$ cat src/rtl/mem_port_arbiter.sv
// Shares one memory port between instruction and data requesters, one transaction in flight.
// Fixed priority (data wins ties) by default; define ARB_RR_EN for round-robin arbitration.
module mem_port_arbiter (
  input  logic        clk,
  input  logic        resetn,
  input  logic        i_valid,
  input  logic [31:0] i_addr,
  output logic        i_addr_ok,
  output logic        i_data_ok,
  output logic [31:0] i_rdata,
  input  logic        d_valid,
  input  logic [31:0] d_addr,
  input  logic        d_write,
  input  logic [2:0]  d_size,
  input  logic [3:0]  d_strobe,
  input  logic [31:0] d_wdata,
  output logic        d_addr_ok,
  output logic        d_data_ok,
  output logic [31:0] d_rdata,
  output logic        m_valid,
  output logic [31:0] m_addr,
  output logic        m_write,
  output logic [2:0]  m_size,
  output logic [3:0]  m_strobe,
  output logic [31:0] m_wdata,
  input  logic        m_addr_ok,
  input  logic        m_data_ok,
  input  logic [31:0] m_rdata
);

  localparam logic [1:0] IDLE = 2'd0;
  localparam logic [1:0] REQ  = 2'd1;
  localparam logic [1:0] WAIT = 2'd2;

  logic [1:0] state;
  logic [1:0] state_nxt;
  logic       owner;
  logic       winner;
  logic       any_req;
  logic       in_req;
  logic       in_wait;

  assign any_req = i_valid | d_valid;

`ifdef ARB_RR_EN
  logic last_grant;

  // On a tie, grant whoever was not served last; a lone requester always wins.
  always_comb begin
    winner = d_valid;
    if (i_valid && d_valid) winner = ~last_grant;
  end

  always_ff @(posedge clk) begin
    if (!resetn)                       last_grant <= 1'b0;
    else if (state == IDLE && any_req) last_grant <= winner;
  end
`else
  always_comb winner = d_valid;
`endif

  always_comb begin
    state_nxt = state;
    case (state)
      IDLE:    if (any_req)   state_nxt = REQ;
      REQ:     if (m_addr_ok) state_nxt = WAIT;
      WAIT:    if (m_data_ok) state_nxt = IDLE;
      default:                state_nxt = IDLE;
    endcase
  end

  always_ff @(posedge clk) begin
    if (!resetn) begin
      state <= IDLE;
      owner <= 1'b0;
    end else begin
      state <= state_nxt;
      if (state == IDLE && any_req) owner <= winner;
    end
  end

  // Gating with resetn keeps every handshake low for the whole reset cycle.
  assign in_req  = resetn && (state == REQ);
  assign in_wait = resetn && (state == WAIT);

  assign m_valid  = in_req;
  assign m_addr   = !in_req ? 32'd0 : (owner ? d_addr : i_addr);
  assign m_write  = in_req && owner && d_write;
  assign m_size   = !in_req ? 3'd0 : (owner ? d_size : 3'b010);
  assign m_strobe = (in_req && owner) ? d_strobe : 4'd0;
  assign m_wdata  = (in_req && owner) ? d_wdata : 32'd0;

  assign i_addr_ok = in_req  && !owner && m_addr_ok;
  assign d_addr_ok = in_req  &&  owner && m_addr_ok;
  assign i_data_ok = in_wait && !owner && m_data_ok;
  assign d_data_ok = in_wait &&  owner && m_data_ok;
  assign i_rdata   = m_rdata;
  assign d_rdata   = m_rdata;

endmodule

$ cat config.mk
export PLATFORM = sky130hd
export DESIGN_NAME = mem_port_arbiter
export DESIGN_NICKNAME = d
export VERILOG_FILES = /design/src/rtl/mem_port_arbiter.sv
export SDC_FILE = /design/constraint.sdc
export NUM_CORES = 1
export LEC_CHECK = 0
export BUFFER_PORTS_ARGS = -buffer_cell sky130_fd_sc_hd__buf_2
export CAP_MARGIN = 30
export CORE_AREA = 2 2 109 111
export DETAILED_ROUTE_END_ITERATION = 8
export DIE_AREA = 0 0 111 113
export HOLD_SLACK_MARGIN = 0.02
export PLACE_DENSITY = 0.51
export REMOVE_ABC_BUFFERS = 1
export SYNTH_ARGS = -nofsm -noshare
export SYNTH_HDL_FRONTEND = slang
export SYNTH_SLANG_ARGS = --single-unit
$ cat constraint.sdc
create_clock -name clk -period 2.7 [get_ports clk]
set_input_delay 0.135 -clock clk [delete_from_list [all_inputs] [get_ports clk]]
set_output_delay 0.135 -clock clk [all_outputs]
set_load 0.01 [all_outputs]
==> results of run 1 <==
[cells in the final DEF (no fill, tap or decap)]
cell and n:
buf_2 186, and2_1 40, nor2_1 33, mux2i_1 32
nand3b_1 4, inv_1 3, clkbuf_16 3, a21oi_1 2
nor3b_1 2, nor3_1 2, nand2_1 2, buf_4 2
dfxtp_1 2, and4b_4 1, o32ai_1 1, a2111oi_0 1
or3b_1 1, clkbuf_1 1, dfxtp_2 1
[worst paths after layout]
check	from	end	slack [ns]	depth (start not counted)
hold reg to reg	state[1]$_SDFFE_PN0P_	state[0]$_SDFFE_PN0P_	0.60	1
setup / recovery	owner$_SDFFE_PN0P_	m_wdata[28]	0.68	3
setup reg to reg	owner$_SDFFE_PN0P_	owner$_SDFFE_PN0P_	1.59	2
hold / removal	d_valid	owner$_SDFFE_PN0P_	0.18	3
[critical path: cells and delay by family (launching register included)]
kind	cells	cell delay (ns)
AND/OR/NAND/NOR	2	0.80
flip-flops	1	0.71
buffers and inverters	1	0.14
[per-stage QoR]
step	hold slack, ns	utilization, %	worst slack [ns]	cells	total power, µW
CTS	0.172	18.5	0.648	462	553
global placement	0.270	17.8	0.946	458	310
floorplan	0.252	-	0.438	127	181
finish	0.181	18.5	0.684	462	547
detailed placement	0.270	17.8	0.887	458	314
global route	0.191	18.5	0.541	462	583
[power by group through the flow]
| stage | Sequential (µW) | Combinational, µW | Clock [µW] |
|---|---|---|---|
| floorplan | 72.6 | 108 | 0 |
| global placement | 69.0 | 241 | 0 |
| detailed placement | 69.9 | 244 | 0 |
| CTS | 69.3 | 245 | 238 |
| global route | 71.2 | 266 | 246 |
| finish | 69.1 | 243 | 235 |
[cell type report]
class                   count  area share [%]
repair buffers            188            45.4
multi-input cells         121            38.7
well taps                 143            8.59
clock buffers               4            3.78
flip-flops and latches      3            2.94
inverters                   3           0.541
[cell families (layout without fill, tap and decap cells)]
family | after synthesis | count (layout)
flops | 3 | 3
simple gates | 85 | 85
mux | 32 | 32
compound gates | 4 | 4
buf+inv | 79 | 195
[sequential cells by signal, summed over array words and instances (netlist names)]
register	flops
owner	1
state	2
[layer usage]
| metal | track usage, % | part of all wire (%) |
|---|---|---|
| met5 | 9.80 | 1.8 |
| met4 | 1.17 | 0.36 |
| met3 | 12.7 | 22 |
| met2 | 18.9 | 43 |
| met1 | 12.5 | 33 |
==> results.cfg, run 1 <==
[cts]
clkSinkCount = 3
cts_resized = 0
cts_htree_levels = 1
ctsHoldBuffers = 0
cts_tree = yes
clockBufferDepth = 2
numCtsBuffers = 3
path_clk_slew_ns = 0.03
cts_setup_buffers = 0
cts_root_buf = clkbuf_16
worst_skew_pair.late_latency_ns = 0.22

[synthesis]
synth-seq-cells = 3
ys_top_cells_by_area = buf_4, mux2i_1, and2_1, nor2_1, dfxtp_1
synth_mux_area_share_pct = 22.1
synthFlopType = dfxtp_1
synth_fa_ha_area_share_pct = 0
synth_top_cell_by_area = buf_4
synth-seq-area-share_pct = 4.14
synth_compound_area_share_pct = 1.90
synth_top_family_by_area = buffers and inverters
synth-xor-area-share_pct = 0
synth_common_cells = buf_4, and2_1, nor2_1
synth_edf_count = 0
synthSimpleGateAreaFrac_pct = 31.6
synth_top_area_share_pct = 34.7
netlist_area_um2 = 1450
ys_warn_count = 0
ys_types = 17
synth.most_common_cell = buf_4
syn_avg_cell_area_um2 = 7.15
synthCells = 203
ys_async_sr_fraction_pct = 0

[floorplanning]
initial_core_util_pct = 12.9
die_x_um = 111
rows = 39
core_um2 = 11300
ioPinCount = 283
die_area_um2 = 12500
die_y_um = 113

[layout]
regArea_um2 = 61.3
area_growth_pct = 43.5
antenna_cells = 0
final_layout_size_suffix_gt1_share_pct = 60.5
nets = 462
nFillCells = 1266
final_area_um2 = 2080
multiInputGateArea_um2 = 807

[sta]
max_slew_margin_pct = 58.6
hold_viol = 0
setup_viol = 0
finClkSkew_ns = 0.00168
slew_viol_final = 0
fmax_mhz = 496
period_needed_ns = 2.02
worst_pin_slew_ns = 0.620
fin_setup_tns_ns = 0
rsz0062_at_grt = no
finalCritPeriodShare_pct = 74.7

[worst_hold_path]
hold_path_class = in -> reg

[power]
clkPwrFrac_pct = 43.0
ir_drop_mv = 0.136
powerDensity_nw_per_um2 = 262
p_int_uw = 379
power_frac_seq_pct = 12.6
swShare_pct = 30.7
p_sw_uw = 168
combPwrFrac_pct = 44.4
power_leakage_uw = 0.00125

[detailed_routing]
ant_nets = 0
totalWireLength_mm = 8.65
drt_pass1_iterations = 4
num_vias = 1816
remaining_drc_errors = 0
via_per_inst = 3.93
drt_iter0_drc = 63
wl_per_cell_um = 18.7

[job]
cap_violations = 0

[setup_path]
path_class = reg -> out
cpPeakStageDelay_ns = 0.71
worstPathArrival_ns = 1.88
crit_path_max_fanout = 40
critPathSlowestCell = dfxtp_2
crit_required_ns = 2.57
end_kind = output port
start_kind = flip-flop
critical_path.cell_chain = and4b_4 > and2_1 > buf_2

[global_routing]
grt_pass1_wl_mm = 11.6
grt_pass1_vias = 1754
grt_max_degree = 41
antenna_found_initial = 0
gr-total-overflow = 0
grt.total_usage_pct = 12.7

[placed_design]
placed_cell_area_um2 = 2000
place_hpwl_mm = 7.60
gp_congestion = 0.922
portBuffers = 186

[outcome]
status = complete, no violations
Power figures use the tool's default switching activity.
==> run 2, diff against run 1 <==
--- a/config.mk
+++ b/config.mk
@@ -7,11 +7,11 @@
 export LEC_CHECK = 0
 export BUFFER_PORTS_ARGS = -buffer_cell sky130_fd_sc_hd__buf_2
 export CAP_MARGIN = 30
-export CORE_AREA = 2 2 109 111
+export CORE_AREA = 2 2 110 112
 export DETAILED_ROUTE_END_ITERATION = 8
-export DIE_AREA = 0 0 111 113
+export DIE_AREA = 0 0 112 114
 export HOLD_SLACK_MARGIN = 0.02
-export PLACE_DENSITY = 0.51
+export PLACE_DENSITY = 0.52
 export REMOVE_ABC_BUFFERS = 1
 export SYNTH_ARGS = -nofsm -noshare
 export SYNTH_HDL_FRONTEND = slang
==> constraint.sdc (replaced) <==
create_clock -name clk -period 1.7 [get_ports clk]
set_input_delay 0.085 -clock clk [delete_from_list [all_inputs] [get_ports clk]]
set_output_delay 0.085 -clock clk [all_outputs]
set_load 0.01 [all_outputs]
==> run 2 against run 1 <==
  * Critical path depth did not move
  * Worst hold slack worse by 0.054 ns
  * Sequential cell count unchanged
  * Sequential power increased by 37%
  * Worst setup slack worse by 0.56 ns
  * Register-to-register slack worse by 1.0 ns
  * Non-clock buffer count unchanged
  * Clock skew is essentially flat
  * Cell count is 1.1% higher
  * Total power rose by 61%
  * Utilization shrank 0.38 points
==> results.cfg, run 2 (same netlist as run 1, synthesis figures left out) <==
[placed_design]
placed_cell_area_um2 = 2020
portBuffers = 186
place_hpwl_mm = 7.47
gp_congestion = 0.773
pre_cts_slack_ns = 0.291

[setup_path]
worstPathArrival_ns = 1.49
end_kind = output port
start_kind = flip-flop
critical-path-top-delay-family = simple AND/OR/NAND/NOR gates
crit_required_ns = 1.62
critPathSlowestCell = and4b_4
cpPeakStageDelay_ns = 0.50
path_class = reg -> out
cp_num_buf_inv = 1
critical_path.cell_chain = and4b_4 > and2_1 > buf_2
crit_path_max_fanout = 20

[cts]
clockBufferDepth = 2
path_clk_slew_ns = 0.03
cts_htree_levels = 1
numCtsBuffers = 3
cts_root_buf = clkbuf_16
cts_tree = yes
worst_skew_pair.late_latency_ns = 0.22
clkSinkCount = 3
ctsHoldBuffers = 0

[floorplanning]
rows = 40
initial_core_util_pct = 12.4
die_area_um2 = 12800
die_y_um = 114
die_x_um = 112
core_um2 = 11700
ioPinCount = 283

[sta]
slew_viol_final = 0
holdWs_ns = 0.128
hold_viol = 0
timing.final.ws_setup_ns = 0.126
period_needed_ns = 1.57
fmax_mhz = 636
worst_pin_slew_ns = 0.337
finalCritPeriodShare_pct = 92.6
finClkSkew_ns = 0.00203
rsz0062_at_grt = no
max_slew_margin_pct = 76.9
setup_viol = 0

[power]
ir_drop_mv = 0.223
power_leakage_uw = 0.00126
powerDensity_nw_per_um2 = 416
finalPower_uw = 881

[global_routing]
grt_pass1_wl_mm = 11.0
gr-total-overflow = 0
grt.total_usage_pct = 11.9
antenna_found_initial = 0
grt_pass1_vias = 1640
grt_max_degree = 41

[outcome]
status = complete, no violations

[detailed_routing]
drt_iter0_drc = 39
remaining_drc_errors = 0
num_vias = 1763
totalWireLength_mm = 8.68
via_per_inst = 3.78
ant_nets = 0
wl_per_cell_um = 18.6
drt_pass1_iterations = 4

[worst_hold_path]
hold_path_class = in -> reg

[layout]
reg.largest.list = state: 2 flops, owner: 1 flops
final_common_cell = buf_2
final_layout_size_suffix_gt1_share_pct = 60.9
nets = 463
area_growth_pct = 46.0
final_util_pct = 18.1
final_area_um2 = 2120
largest_reg_flops = 2
antenna_cells = 0
largest_register = state
layout_common_cells = buf_2, and2_1, nor2_1, mux2i_1, nand3b_1

[job]
cap_violations = 0
## run 2: area by class of cell
type,instances,area [µm²]
clock buffer,4,78.8
fill,1346,9590
inverter,3,11.3
multi-input combinational,122,821
sequential,3,62.6
tap,147,184
timing repair buffer,188,962
## run 2: repair_timing
action	4_1_cts	5_1_grt
setup endpoints to repair	0	40
gates resized for setup	0	3
buffers inserted	0	0
## run 2: power by group
part / total, µW / switching, µW / leakage, µW / internal [µW]
Sequential: 94.6 / 16.1 / 0.0000253 / 78.5
Clock: 371 / 61.4 / 0.0000382 / 309
Combinational: 416 / 193 / 0.00120 / 223
## run 2: worst reg2reg max path: cells and delay by family, from the launching register on
kind	cells	cell delay, ns
flops	1	0.51
compound gates	1	0.14
simple gates	1	0.39
## run 2: path summary, 6_finish.rpt
check,start,end,slack (ns),depth (start not counted)
worst max-delay path,state[1]$_SDFFE_PN0P_,m_wdata[7],0.13,3
worst max register to register,state[1]$_SDFFE_PN0P_,state[1]$_SDFFE_PN0P_,0.59,2
worst min register to register,state[0]$_SDFFE_PN0P_,state[1]$_SDFFE_PN0P_,0.58,2
worst min-delay path,m_addr_ok,state[0]$_SDFFE_PN0P_,0.13,2
## run 2: through the flow
step / setup TNS, ns / instances
floorplan: -24.22 / 127
global placement: 0 / 462
detailed placement: 0 / 462
CTS: 0 / 466
global route: 0 / 467
finish: 0 / 467
## run 2: layer usage
layer | global-route usage [%] | vias up | share of wire [%]
met5 | 4.71 | - | 0.58
met1 | 12.8 | 742 | 36
met2 | 16.2 | 198 | 39
met3 | 13.4 | 2 | 24
met4 | 0 | 2 | 0.012
li1 | - | 819 | -
